## src/rtl/player_cmd_arbiter_if.sv

```systemverilog
`default_nettype none
// ============================================================================
//  Module      : player_cmd_arbiter_if
//  Description : Bundles the requester handshake bus and the Player-side
//                outputs of player_cmd_arbiter.
//                  req_valid   [N_REQ]    request pending per requester
//                  req_instr   [16*N_REQ] instruction per requester (slot i)
//                  req_ready   [N_REQ]    one-cycle accept pulse
//                  tick_10hz              10 Hz strobe in the clk domain
//                  is_death               Player death flag
//                  instruction [16]       instruction to Player (0 = NOP)
//                  busy                   arbiter not idle
//                  drop_count  [8]        saturating dropped-command count
//                master: requesters / game side, slave: the arbiter.
//  Revision    : 1.0  initial release
// ============================================================================
interface player_cmd_arbiter_if #(
    parameter int N_REQ = 4
) ();
    logic [N_REQ-1:0]    req_valid;
    logic [16*N_REQ-1:0] req_instr;
    logic [N_REQ-1:0]    req_ready;
    logic                tick_10hz;
    logic                is_death;
    logic [15:0]         instruction;
    logic                busy;
    logic [7:0]          drop_count;

    modport master (
        output req_valid, req_instr, tick_10hz, is_death,
        input  req_ready, instruction, busy, drop_count
    );

    modport slave (
        input  req_valid, req_instr, tick_10hz, is_death,
        output req_ready, instruction, busy, drop_count
    );
endinterface
`default_nettype wire

```

## src/rtl/player_cmd_arbiter.sv

```systemverilog
`default_nettype none
// ============================================================================
//  Module      : player_cmd_arbiter
//  Description : Round-robin arbiter sharing the Player 16-bit instruction
//                bus between N_REQ requesters. Stat ops are issued for one
//                clk, move ops (opcode 5) are held until a tick_10hz strobe
//                (or dropped after MOVE_TIMEOUT clks), and every issue is
//                followed by one NOP gap cycle.
//  Ports       : clk    system clock
//                reset  asynchronous active-high reset
//                bus    player_cmd_arbiter_if.slave (handshake + outputs)
//  Parameters  : N_REQ (2..8), MOVE_TIMEOUT (clks a move waits for a tick)
//  Macro       : DEATH_GATE_EN - when defined, only opcodes 4 and 6 are
//                issued while is_death is high at grant; the rest are dropped.
//  Revision    : 1.0  initial release
// ============================================================================
module player_cmd_arbiter #(
    parameter int N_REQ        = 4,
    parameter int MOVE_TIMEOUT = 16
) (
    input  logic                 clk,
    input  logic                 reset,
    player_cmd_arbiter_if.slave  bus
);
    localparam int IDXW = (N_REQ > 1) ? $clog2(N_REQ) : 1;
    localparam int CW   = $clog2(MOVE_TIMEOUT + 1);

    localparam logic [2:0] c_ST_IDLE      = 3'd0;
    localparam logic [2:0] c_ST_ISSUE     = 3'd1;
    localparam logic [2:0] c_ST_MOVE_WAIT = 3'd2;
    localparam logic [2:0] c_ST_HOLD      = 3'd3;
    localparam logic [2:0] c_ST_GAP       = 3'd4;

    localparam logic [N_REQ-1:0] c_ONE = {{(N_REQ-1){1'b0}}, 1'b1};

    logic [2:0]       r_state;
    logic [IDXW-1:0]  r_rr_ptr;
    logic [15:0]      r_instruction;
    logic [N_REQ-1:0] r_req_ready;
    logic [7:0]       r_drop_count;
    logic [CW-1:0]    r_wait_cnt;

    logic [15:0]      w_slot [N_REQ];
    logic [N_REQ-1:0] w_valid;
    logic             w_found;
    logic [IDXW-1:0]  w_idx;
    logic [IDXW-1:0]  w_rr_next;
    logic [15:0]      w_sel_instr;
    logic [3:0]       w_op;
    logic             w_is_stat;
    logic             w_is_move;
    logic             w_is_nop;
    logic             w_gated;
    logic [CW-1:0]    w_cnt_next;
    logic             w_timeout;
    logic             w_drop_evt;

    for (genvar g = 0; g < N_REQ; g++) begin : g_slot
        assign w_slot[g] = bus.req_instr[16*g +: 16];
    end

    // A requester sees its ready pulse during the cycle after the grant and
    // is still holding valid then; masking it prevents a second grant of the
    // same transfer when the arbiter stays in IDLE (NOP / dropped ops).
    assign w_valid = bus.req_valid & ~r_req_ready;

    always_comb begin
        logic [IDXW:0] v_sum;
        w_found = 1'b0;
        w_idx   = '0;
        v_sum   = '0;
        for (int k = 0; k < N_REQ; k++) begin
            v_sum = {1'b0, r_rr_ptr} + (IDXW+1)'(k);
            if (v_sum >= (IDXW+1)'(N_REQ)) begin
                v_sum = v_sum - (IDXW+1)'(N_REQ);
            end
            if (!w_found && w_valid[v_sum[IDXW-1:0]]) begin
                w_found = 1'b1;
                w_idx   = v_sum[IDXW-1:0];
            end
        end
    end

    assign w_rr_next   = (w_idx == IDXW'(N_REQ - 1)) ? '0 : w_idx + 1'b1;
    assign w_sel_instr = w_slot[w_idx];
    assign w_op        = w_sel_instr[15:12];
    assign w_is_nop    = (w_op == 4'h0);
    assign w_is_move   = (w_op == 4'h5);
    assign w_is_stat   = (w_op == 4'h1) || (w_op == 4'h2) || (w_op == 4'h3) ||
                         (w_op == 4'h4) || (w_op == 4'h6);

`ifdef DEATH_GATE_EN
    // Only set-ATK / set-HP may reach a dead Player.
    assign w_gated = bus.is_death && !((w_op == 4'h4) || (w_op == 4'h6));
`else
    logic w_unused_death;
    assign w_unused_death = bus.is_death;
    assign w_gated        = 1'b0;
`endif

    assign w_cnt_next = r_wait_cnt + 1'b1;
    assign w_timeout  = (w_cnt_next == CW'(MOVE_TIMEOUT));

    // Drops: an illegal or gated opcode granted in IDLE, or a move whose wait
    // expires without a tick (a tick on the timeout cycle wins).
    assign w_drop_evt =
        ((r_state == c_ST_IDLE) && w_found && !w_is_nop &&
         (w_gated || !(w_is_stat || w_is_move))) ||
        ((r_state == c_ST_MOVE_WAIT) && !bus.tick_10hz && w_timeout);

    always_ff @(posedge clk or posedge reset) begin
        if (reset) begin
            r_state       <= c_ST_IDLE;
            r_rr_ptr      <= '0;
            r_instruction <= '0;
            r_req_ready   <= '0;
            r_drop_count  <= '0;
            r_wait_cnt    <= '0;
        end else begin
            r_req_ready <= '0;
            case (r_state)
                c_ST_IDLE: begin
                    r_instruction <= '0;
                    if (w_found) begin
                        r_req_ready <= c_ONE << w_idx;
                        r_rr_ptr    <= w_rr_next;
                        if (!w_gated && w_is_stat) begin
                            r_instruction <= w_sel_instr;
                            r_state       <= c_ST_ISSUE;
                        end else if (!w_gated && w_is_move) begin
                            r_instruction <= w_sel_instr;
                            r_wait_cnt    <= '0;
                            r_state       <= c_ST_MOVE_WAIT;
                        end
                    end
                end
                c_ST_ISSUE: begin
                    r_instruction <= '0;
                    r_state       <= c_ST_GAP;
                end
                c_ST_MOVE_WAIT: begin
                    if (bus.tick_10hz) begin
                        r_state <= c_ST_HOLD;
                    end else if (w_timeout) begin
                        r_instruction <= '0;
                        r_state       <= c_ST_GAP;
                    end else begin
                        r_wait_cnt <= w_cnt_next;
                    end
                end
                c_ST_HOLD: begin
                    r_instruction <= '0;
                    r_state       <= c_ST_GAP;
                end
                c_ST_GAP: begin
                    r_instruction <= '0;
                    r_state       <= c_ST_IDLE;
                end
                default: begin
                    r_instruction <= '0;
                    r_state       <= c_ST_IDLE;
                end
            endcase
            if (w_drop_evt && (r_drop_count != 8'hFF)) begin
                r_drop_count <= r_drop_count + 8'd1;
            end
        end
    end

    assign bus.instruction = r_instruction;
    assign bus.req_ready   = r_req_ready;
    assign bus.drop_count  = r_drop_count;
    assign bus.busy        = (r_state != c_ST_IDLE);
endmodule
`default_nettype wire

```

## src/flat_wrapper.sv

```systemverilog
// flat-port wrapper written by rule: the top's interface ports become plain ports
module player_cmd_arbiter_flat 
#(
    parameter int N_REQ        = 4,
    parameter int MOVE_TIMEOUT = 16
)
  (clk, reset, bus_req_valid, bus_req_instr, bus_tick_10hz, bus_is_death, bus_req_ready, bus_instruction, bus_busy, bus_drop_count);
  player_cmd_arbiter_if #(.N_REQ(N_REQ)) bus_i ();
  input  logic clk;
  input  logic reset;
  input wire logic [$bits(bus_i.req_valid)-1:0] bus_req_valid;
  input wire logic [$bits(bus_i.req_instr)-1:0] bus_req_instr;
  input wire logic [$bits(bus_i.tick_10hz)-1:0] bus_tick_10hz;
  input wire logic [$bits(bus_i.is_death)-1:0] bus_is_death;
  output wire logic [$bits(bus_i.req_ready)-1:0] bus_req_ready;
  output wire logic [$bits(bus_i.instruction)-1:0] bus_instruction;
  output wire logic [$bits(bus_i.busy)-1:0] bus_busy;
  output wire logic [$bits(bus_i.drop_count)-1:0] bus_drop_count;
  assign bus_i.req_valid = bus_req_valid;
  assign bus_i.req_instr = bus_req_instr;
  assign bus_i.tick_10hz = bus_tick_10hz;
  assign bus_i.is_death = bus_is_death;
  assign bus_req_ready = bus_i.req_ready;
  assign bus_instruction = bus_i.instruction;
  assign bus_busy = bus_i.busy;
  assign bus_drop_count = bus_i.drop_count;
  player_cmd_arbiter #(.N_REQ(N_REQ), .MOVE_TIMEOUT(MOVE_TIMEOUT)) u_core (.clk(clk), .reset(reset), .bus(bus_i));
endmodule
```

## config.mk

```make
export PLATFORM = sky130hd
export DESIGN_NAME = player_cmd_arbiter_flat
export DESIGN_NICKNAME = d
export VERILOG_FILES = /design/src/rtl/player_cmd_arbiter_if.sv /design/src/rtl/player_cmd_arbiter.sv /design/src/flat_wrapper.sv
export SDC_FILE = /design/constraint.sdc
export NUM_CORES = 1
export LEC_CHECK = 0
export CORE_MARGIN = 4
export CORE_UTILIZATION = 35
export CTS_CLUSTER_SIZE = 12
export DETAILED_ROUTE_END_ITERATION = 8
export PLACE_DENSITY = 0.65
export SLEW_MARGIN = 20
export SYNTH_ARGS = -nofsm -noshare
export SYNTH_HDL_FRONTEND = slang
export SYNTH_SLANG_ARGS = --single-unit
```

## constraint.sdc

```tcl
create_clock -name clk -period 4.4 [get_ports clk]
set_clock_uncertainty 0.2 [all_clocks]
set_input_delay 0.88 -clock clk [delete_from_list [all_inputs] [get_ports clk]]
set_output_delay 0.88 -clock clk [all_outputs]
set_load 0.03 [all_outputs]
```

==> impl_results.md, run 1 <==
- H-tree depth: 2
- Global-route wire length before repair: 11.3 mm
- PortBufs: 99
- Path type of the worst setup path: in2reg
- CTS clock-pin slew for the worst setup and hold paths: 0.08 ns
- Number of max-capacitance violations reported: 0
- Number of synthesized register bits: 38
- Dpl ws: 0.532 ns
- Total track usage: 16.2%
- CTS tree: done
- RSZ-0062 raised after global routing: false
- Num Clock Sinks: 38
- Number of global-route vias before repair: 2247
- Fin crit period: 3.51 ns
- Crit path launch type: input pin
- Remaining number of nets flagged by the antenna check after routing: 0
- Final TNS setup: 0 ns
- Die W: 94.5 um
- Number of cell instances on the worst register-to-register path: 8
- Height of the die: 94.5 um
- Number of library cell types mapped by synthesis: 56
- Congestion Overflow GR: 0
- WP data required: 4.38 ns
- Synth Cell Area: 0.00262 mm^2
- Min-Delay Endpoint: u_core.r_state[2]$_DFFE_PP0P_
- Highest clock rate: 285 MHz
- Nets@finish: 412
- Most common cell in the synthesized netlist: dfrtp_1
- HPWL Detailed: 5.53 mm
- Worst EP arrival: 3.50 ns
- Top layer in use: met4
- Routed length per instance: 16.3 um
- Amount of wire on met2 after detailed routing: 3.52 mm
- Count of cells along the worst hold path: 1
- TritonCTS Buffers: 5
- Rows: 31
- Core occupancy in the finished layout: 52.8%
- VDD IR max: 0.340 mV
- Sequential Area: 951 um^2
- Proportion of synthesized flip-flops having asynchronous set or reset: 100%
- PD cells: 623 mW/mm^2
- Library cell occupying the most area in the post-synthesis netlist: dfrtp_1
- Met1 routed wirelength after detailed routing: 3.03 mm
- Met3 layer wire length in the routed design: 447 um
- Filler Cells Inserted: 674
- Share of the yosys chip area belonging to registers: 36.3%
- Starting utilization of the core area: 36.1%
- Cts hold-fix bufs: 0
- Synthesis-to-layout area growth: 46.4%
- Worst hold margin: 0.280 ns
- Proportion of netlist area held by the largest area contributor: 36.3%
- Number of standard cells after synthesis: 230
- List of most frequent post-synthesis cells: 38 x dfrtp_1, 16 x nand2_1, 13 x a22o_1
- Static Leakage: 0.00157 uW
- Synth Flop Type: dfrtp_1
- Maximum fanout encountered on the critical timing path: 12
- Ant diodes: 0
- Total nets after synthesis: 308
- Via density: 5.20
- Multi-input logic area: 0.00155 mm^2
- Min-delay src: u_core.r_state[2]$_DFFE_PP0P_
- Die Outline Area: 0.00893 mm^2
- Ratio of final minimum period to clock period: 79.8%
- Peak per-stage delay on the critical path: 0.51 ns
- Crit end category: register
- Number of instances resized during post-cts repair: 0
- Largest net degree at the start of global routing: 39
- # DRC: 0
- Slowest stage cell on the critical path: mux4_2
- Number of warnings reported in the yosys synthesis log: 0
- Routed wire length: 7.09 mm
- End of the worst register-to-register path: u_core.bus.instruction[7]$_DFFE_PP0P_
- Hold WC Path Type: reg2reg
- Final slew viol count: 0
- FF-to-FF setup slack: 1.47 ns
- Clock Root Buffer: clkbuf_8
- Antenna violations before repair: 0
- Outcome: finished clean
- Vias: 2256
- Ratio of cells with drive above 1 in the final layout: 13.7%
- Number of detailed-route iterations in the first pass: 4
- Number of enable-type register cells in the synthesized netlist: 0
- Measured slew at the worst slew-check pin: 0.801 ns
- Total count of hold-check failures in the final report: 0
- Area of the core region: 0.00725 mm^2
- Mean cell area of the mapped netlist: 11.4 um^2
- Synth area leaders: dfrtp_1 36%, mux4_1 8.0%, a22o_1 4.3%
- Post-CTS setup buffer count: 0
- Gp weighted congestion: 0.824
- Startpoint of the most critical register-to-register path: u_core.bus.req_ready[2]$_DFF_PP0_
- Rel. slew slack: 46.6%
- Iteration-0 DRC Markers: 82
- Number of buffers on the longest clock path: 2
- Total setup violations reported at the end of the flow: 0
- Clock insertion delay at the later pin of the skew report: 0.30 ns
- Critical path, cell by cell: clkdlybuf4s50_1 -> nand2b_1 -> mux2_1 -> o211a_1 -> inv_8 -> mux4_2 -> o2111ai_2 -> nand2_2 -> a22o_1
- Setup slack of the critical path after layout: 0.888 ns
- Number of top-level design ports: 101
## how the worst max path moves through the flow
stage,startpoint,end,slack [ns],cells after the start
finish,bus_req_valid[0],u_core.bus.instruction[7]$_DFFE_PP0P_,0.89,9
CTS,bus_req_valid[2],u_core.bus.instruction[7]$_DFFE_PP0P_,0.85,9
detailed placement,bus_req_valid[0],u_core.bus.instruction[0]$_DFFE_PP0P_,0.53,9
floorplan,bus_req_valid[1],u_core.bus.instruction[10]$_DFFE_PP0P_,1.37,9
global placement,bus_req_valid[0],u_core.bus.instruction[0]$_DFFE_PP0P_,0.55,9
global route,bus_req_valid[2],u_core.bus.instruction[7]$_DFFE_PP0P_,0.73,9
## through the flow
step / instance area, um^2 / total power [uW] / cells
finish: 3830 / 2390 / 434
global route: 3830 / 2560 / 434
CTS: 3830 / 2410 / 434
detailed placement: 3690 / 2050 / 426
global placement: 3690 / 2020 / 426
floorplan: 2620 / 1650 / 230
## area by class of cell
type / instances / area share, %
Multi-Input combinational cell: 179 / 40.4
Tap cell: 99 / 3.23
Clock inverter: 3 / 1.80
Sequential cell: 38 / 24.8
Inverter: 6 / 0.784
Clock buffer: 5 / 1.80
Timing Repair Buffer: 104 / 27.2
## power by group
group / internal [uW] / switching [uW]
clock network: 227 / 138
registers: 472 / 118
logic: 688 / 744
total: 1390 / 1000
## logic make-up after synthesis
group	Yosys count	synth area share (%)
compound gates	61	18.6
xor+xnor	7	2.34
fa+ha+maj	6	2.87
buf+inv	13	4.54
flops	38	36.3
mux	29	19.2
simple gates	76	16.2
## routing by layer
metal	vias to the layer above	GRT usage [%]
met1	1084	21.2
li1	1104	-
met4	0	3.85
met5	-	0
met3	9	4.54
met2	59	26.5
## critical path, delay by kind of cell
family / cells / cell delay, ns
compound gates: 3 / 0.80
buf+inv: 2 / 0.66
mux: 2 / 0.81
simple gates: 2 / 0.34
## flip-flops by register name, indices dropped and copies added (netlist names)
signal / flops
u_core.bus.drop_count: 8
u_core.r_wait_cnt: 5
u_core.r_state: 3
u_core.bus.instruction: 16
u_core.bus.req_ready: 4
u_core.r_rr_ptr: 2
## cell usage in the layout, fill, tap and decap left out, drive strengths merged, types with 2 or more instances in the layout
cell type and n:
mux4 13, a21oi 12, nand3 10, and3 3, o21ai 9, a31o 2
clkbuf 5, o2111ai 7, clkdlybuf4s50 99, inv 6, nor3 2, a31oi 5
mux2 9, or3 7, buf 5, dfrtp 38, or2b 2, nand2 17
and2b 2, xnor2 7, mux2i 7, and2 6, o211ai 3, nand2b 5
ha 6, nand4 2, nor2b 2, a22o 13, bufinv 2, nor2 13
Power figures use the tool's default switching activity.
==> run 2, diff against run 1 <==
==> constraint.sdc (replaced) <==
create_clock -name clk -period 3.63 [get_ports clk]
set_clock_uncertainty 0.2 [all_clocks]
set_input_delay 0.726 -clock clk [delete_from_list [all_inputs] [get_ports clk]]
set_output_delay 0.726 -clock clk [all_outputs]
set_load 0.03 [all_outputs]
==> impl_results.md, run 2 (synthesis results as in run 1) <==
- Comb power frac: 62.3%
- Number of instances resized during post-cts repair: 0
- Slowest stage cell on the critical path: clkdlybuf4s50_1
- Min-delay src: u_core.r_state[2]$_DFFE_PP0P_
- Setup slack of the critical path after layout: 0.447 ns
- Total setup violations reported at the end of the flow: 0
- # DRC: 0
- Fraction of power spent switching nets: 42.6%
- Ratio of cells with drive above 1 in the final layout: 14.4%
- TritonCTS Buffers: 5
- Iteration-0 DRC Markers: 93
- Sw Pwr: 1210 uW
- Worst hold margin: 0.270 ns
- Ratio of final minimum period to clock period: 87.7%
- Number of detailed-route iterations in the first pass: 4
- Internal cell power: 1630 uW
- Routed wire length: 7.21 mm
- Crit path launch type: input pin
- Total count of hold-check failures in the final report: 0
- Outcome: finished clean
- Worst EP arrival: 3.16 ns
- Number of global-route vias before repair: 2331
- Cell family with most CP delay: buffers and inverters
- CTS clock-pin slew for the worst setup and hold paths: 0.08 ns
- Number of buffers on the longest clock path: 2
- Vias: 2299
- RSZ-0062 raised after global routing: false
- Most repeated library cell on the critical path: buf_4
- Largest net degree at the start of global routing: 39
- WP data required: 3.61 ns
- H-tree depth: 2
- Height of the die: 94.5 um
- Highest clock rate: 314 MHz
- Number of max-capacitance violations reported: 0
- Worst setup startpoint: bus_req_valid[2]
- PortBufs: 99
- Die W: 94.5 um
- Clock insertion delay at the later pin of the skew report: 0.29 ns
- Sum of buffers and inverters on the critical path: 3
- Startpoint of the most critical register-to-register path: u_core.r_rr_ptr[0]$_DFFE_PP0P_
- Via density: 5.24
- Die Outline Area: 0.00893 mm^2
- Total track usage: 16.3%
- Measured slew at the worst slew-check pin: 0.826 ns
- Critical path, cell by cell: clkdlybuf4s50_1 -> nor3b_1 -> a311oi_2 -> buf_4 -> nor2_4 -> buf_4 -> mux2_2 -> o22ai_4 -> nor2_2 -> mux2_4
- Clk network pwr share: 12.6%
- Crit end category: register
- Peak per-stage delay on the critical path: 0.49 ns
- Final TNS setup: 0 ns
- Remaining number of nets flagged by the antenna check after routing: 0
- Total power draw: 2840 uW
- Rel. slew slack: 44.9%
- Path type of the worst setup path: in2reg
- Antenna violations before repair: 0
- HPWL Detailed: 5.64 mm
- Num Clock Sinks: 38
- Nets@finish: 417
- Post-CTS setup buffer count: 0
- Dpl ws: 0.131 ns
- Max reg flops: 16
- Cts hold-fix bufs: 0
- Most frequent standard cell in the layout excluding fill and tap cells: clkdlybuf4s50_1
- Filler Cells Inserted: 683
- CTS tree: done
- Final slew viol count: 0
- Maximum fanout encountered on the critical timing path: 24
- Rows: 31
- Highest-count cells in the layout ignoring fill and taps: 99 x clkdlybuf4s50_1, 38 x dfrtp_1, 16 x nand2_1
- Ant diodes: 0
- Part of the power in registers: 25.1%
- Routed length per instance: 16.4 um
- Hold WC Path Type: reg2reg
- Clock Root Buffer: clkbuf_8
- Starting utilization of the core area: 36.1%
- PD cells: 742 mW/mm^2
- Synthesis-to-layout area growth: 46.1%
- VDD IR max: 0.347 mV
- Global-route wire length before repair: 11.3 mm
- Gp weighted congestion: 0.836
- Number of top-level design ports: 101
- Congestion Overflow GR: 0
- Fin crit period: 3.18 ns
- Static Leakage: 0.00157 uW
- Area of the core region: 0.00725 mm^2
-- run 2: final cells by class --
type	instances	area, um^2	share of cell area (%)
inverter	6	30.0	0.785
multi-input combinational	179	1550	40.5
sequential	38	951	24.9
timing repair buffer	109	1070	27.9
tap	99	124	3.24
clock inverter	1	30.0	0.785
clock buffer	7	76.3	2.00
-- run 2: power by group through the flow --
| stage | clock, uW | sequential [uW] | combinational, uW |
|---|---|---|---|
| after floorplan | 0 | 879 | 1120 |
| after global routing | 394 | 737 | 1910 |
| after detailed placement | 0 | 718 | 1800 |
| after global placement | 0 | 715 | 1770 |
| final | 357 | 713 | 1770 |
| after CTS | 367 | 713 | 1800 |
-- run 2: path summary, 6_finish.rpt --
path                                                         end  slack (ns)  cells past startpoint
setup / recovery            u_core.bus.drop_count[1]$_DFFE_PP0P_        0.45                     10
hold / removal                     u_core.r_state[2]$_DFFE_PP0P_        0.27                      1
setup reg to reg            u_core.bus.drop_count[1]$_DFFE_PP0P_        0.92                      9
hold reg to reg                    u_core.r_state[2]$_DFFE_PP0P_        0.27                      1
max in group asynchronous       u_core.r_wait_cnt[0]$_DFFE_PP0P_        2.23                      3
min in group asynchronous  u_core.bus.instruction[2]$_DFFE_PP0P_        0.66                      3
-- run 2: metrics by stage --
step	instance area, um^2	std cells	util, %
finish	3820	439	52.7
global route	3820	439	52.7
CTS	3820	439	52.7
detailed placement	3720	431	51.3
global placement	3720	431	51.3
floorplan	2620	230	-
-- run 2: layer usage --
metal / wire length, um / vias to the layer above / share of wire [%] / GRT usage (%)
met4: 200 / 0 / 2.8 / 6.49
met1: 3190 / 1109 / 44 / 20.8
met5: 0 / - / 0 / 0
met2: 3440 / 57 / 48 / 26.4
li1: - / 1117 / - / -
met3: 376 / 16 / 5.2 / 4.22
==> RTL edit (flow settings as in run 1) <==
Reset style: synchronous (`reset`), changed in one clocked block. Comments in the files are not updated.
--- a/src/rtl/player_cmd_arbiter.sv
+++ b/src/rtl/player_cmd_arbiter.sv
@@ -108,7 +108,7 @@
          (w_gated || !(w_is_stat || w_is_move))) ||
         ((r_state == c_ST_MOVE_WAIT) && !bus.tick_10hz && w_timeout);
 
-    always_ff @(posedge clk or posedge reset) begin
+    always_ff @(posedge clk) begin
         if (reset) begin
             r_state       <= c_ST_IDLE;
             r_rr_ptr      <= '0;
Function: differs if reset is asserted again (counterexample within 4 cycles, from zero or initial values and one cycle with reset high); with reset held inactive, the same outputs for 4 cycles.
==> RTL edit against run 1 <==
Design area is 2.6% lower. Core utilization is 1.5 points higher. Sequential cell count stayed put. Count of clock-buffer cells in the layout is 1 higher. Routed wire length is 10% higher. Clock power is 30% lower. Worst setup slack worse by 0.37 ns. Total power is 14% lower. Area after synthesis is 4.7% lower. Maximum frequency is 9.5% lower. Cell count is 14% higher. Highest routed layer unchanged.
==> RTL edit: results (changes against run 1) <==
The highest cell delay on the worst timing path is 0.60 ns (was 0.51 ns). The count of multi-input gates is 240 (was 179). The number of cells in the finished layout apart from fillers came out at 496 (was 434). The maximum vdd ir drop came out at 287 uV (was 340 uV). The fraction of area in clock buffers and inverters is 2.55% (was 3.59%).

The core area is 6870 sq um (was 7250 sq um). The total global routing track utilization came out at 18.4% (was 16.2%). The proportion of register bits with asynchronous set or reset after synthesis came out at 0% (was 100%).

The most instantiated flip-flop cell in the synthesis netlist is dfxtp_1 (was dfrtp_1). The reported leakage power came to 1.40 nW (was 1.57 nW). The arrival time at the worst endpoint is 3.85 ns (was 3.50 ns). The flip-flop count of the largest register, all copies and words added was 16 (unchanged). The total of fill cells in the finished design is 638 (was 674). The inverter count of the layout excluding clock inverters was 3 (was 6). The fraction of the yosys area taken by sequential cells is 30.5% (was 36.3%). The met1 wire length was 3380 microns (was 3030 microns). The placed standard-cell area came to 3640 sq um (was 3690 sq um). The via density per instance came out at 5.38 (was 5.20). The clock buffer instance count of the final layout is 6 (was 5).

The worst-path cell with the longest stage delay is a31oi_1 (was mux4_2). The count of non-CTS buffers in the layout came out at 111 (was 104). The global routing met1 resource utilization came out at 23.7% (was 21.2%). Commonest cells in the synthesized netlist: nand2_1 (48), dfxtp_1 (38), nor2_1 (29), o21ai_0 (27), nand3_1 (16) (was dfrtp_1 (38), nand2_1 (16), a22o_1 (13), a21oi_1 (11), nor2_1 (11)).

The fraction of area in multi-input gates is 44.6% (was 40.4%). Outcome: finished clean (unchanged). The sum of met3 wire segment lengths after detailed routing was 814 microns (was 447 microns). The post-synthesis share of cell area spent on full adders, half adders and majority gates is 1.00% (was 2.87%).

The final layout net count is 473 (was 412). The instance count after placement with tap cells included is 488 (was 426). The power density over cell area is 553 nW/um^2 (was 623 nW/um^2). The slew at the pin closest to its max-slew limit is 0.984 ns (was 0.801 ns).

The first-pass GRT wire length is 12800 microns (was 11300 microns). The placed wire-length estimate is 6190 microns (was 5530 microns). The relative area of non-clock buffer cells in the final design is 29.0% (was 27.2%).

The fraction of final layout cells with drive strength greater than 1 is 11.0% (was 13.7%). The met3 usage is 6.58% (was 4.54%). The sequential-cell power consumption is 496 uW (was 590 uW). The fraction of synthesized cell area in xor and xnor cells was 0% (was 2.34%).

The clock latency on the worst-skew pair is 0.29 ns. The multi-input gate area in the final layout came to 1660 sq um (was 1550 sq um). The combinational logic power is 1.31 mW (was 1.43 mW). Main area contributors after synthesis: dfxtp_1 (30%), mux4_2 (14%), nand2_1 (7.2%) (was dfrtp_1 (36%), mux4_1 (8.0%), a22o_1 (4.3%)). The setup slack after placement is 0.257 ns (was 0.532 ns). The global-route track usage on met2 is 29.4% (was 26.5%). The sequential cell count is 38 (unchanged). The global placer's final weighted congestion is 0.965 (was 0.824).

The synthesized net count is 368 (was 308). The internal power summed over all cells came out at 1.14 mW (was 1.39 mW). The complex-gate fraction of the synthesized area is 21.1% (was 18.6%). The largest net degree at the start of global routing came to 29 (was 39). The number of DRC markers in iteration 0 was 89 (was 82).
==> RTL edit: changes by cell type in the layout (fill, tap and decap cells not counted), sizes merged, moves of 13 or more <==
cell and delta:
dfrtp -38, a22o -13, o21ai +19, nand2 +32, dfxtp +38, nor2 +16
==> RTL edit: final timing paths <==
path / slack [ns] / cells past startpoint / endpoint / start
worst max-delay path: 0.52 / 9 / u_core.bus.instruction[10]$_SDFFE_PP0P_ / bus_req_valid[3]
worst max register to register: 1.16 / 8 / u_core.bus.instruction[10]$_SDFFE_PP0P_ / u_core.r_rr_ptr[1]$_SDFFE_PP0P_
worst min register to register: 0.26 / 2 / u_core.bus.instruction[0]$_SDFFE_PP0P_ / u_core.bus.instruction[0]$_SDFFE_PP0P_
worst min-delay path: 0.26 / 2 / u_core.bus.instruction[0]$_SDFFE_PP0P_ / u_core.bus.instruction[0]$_SDFFE_PP0P_
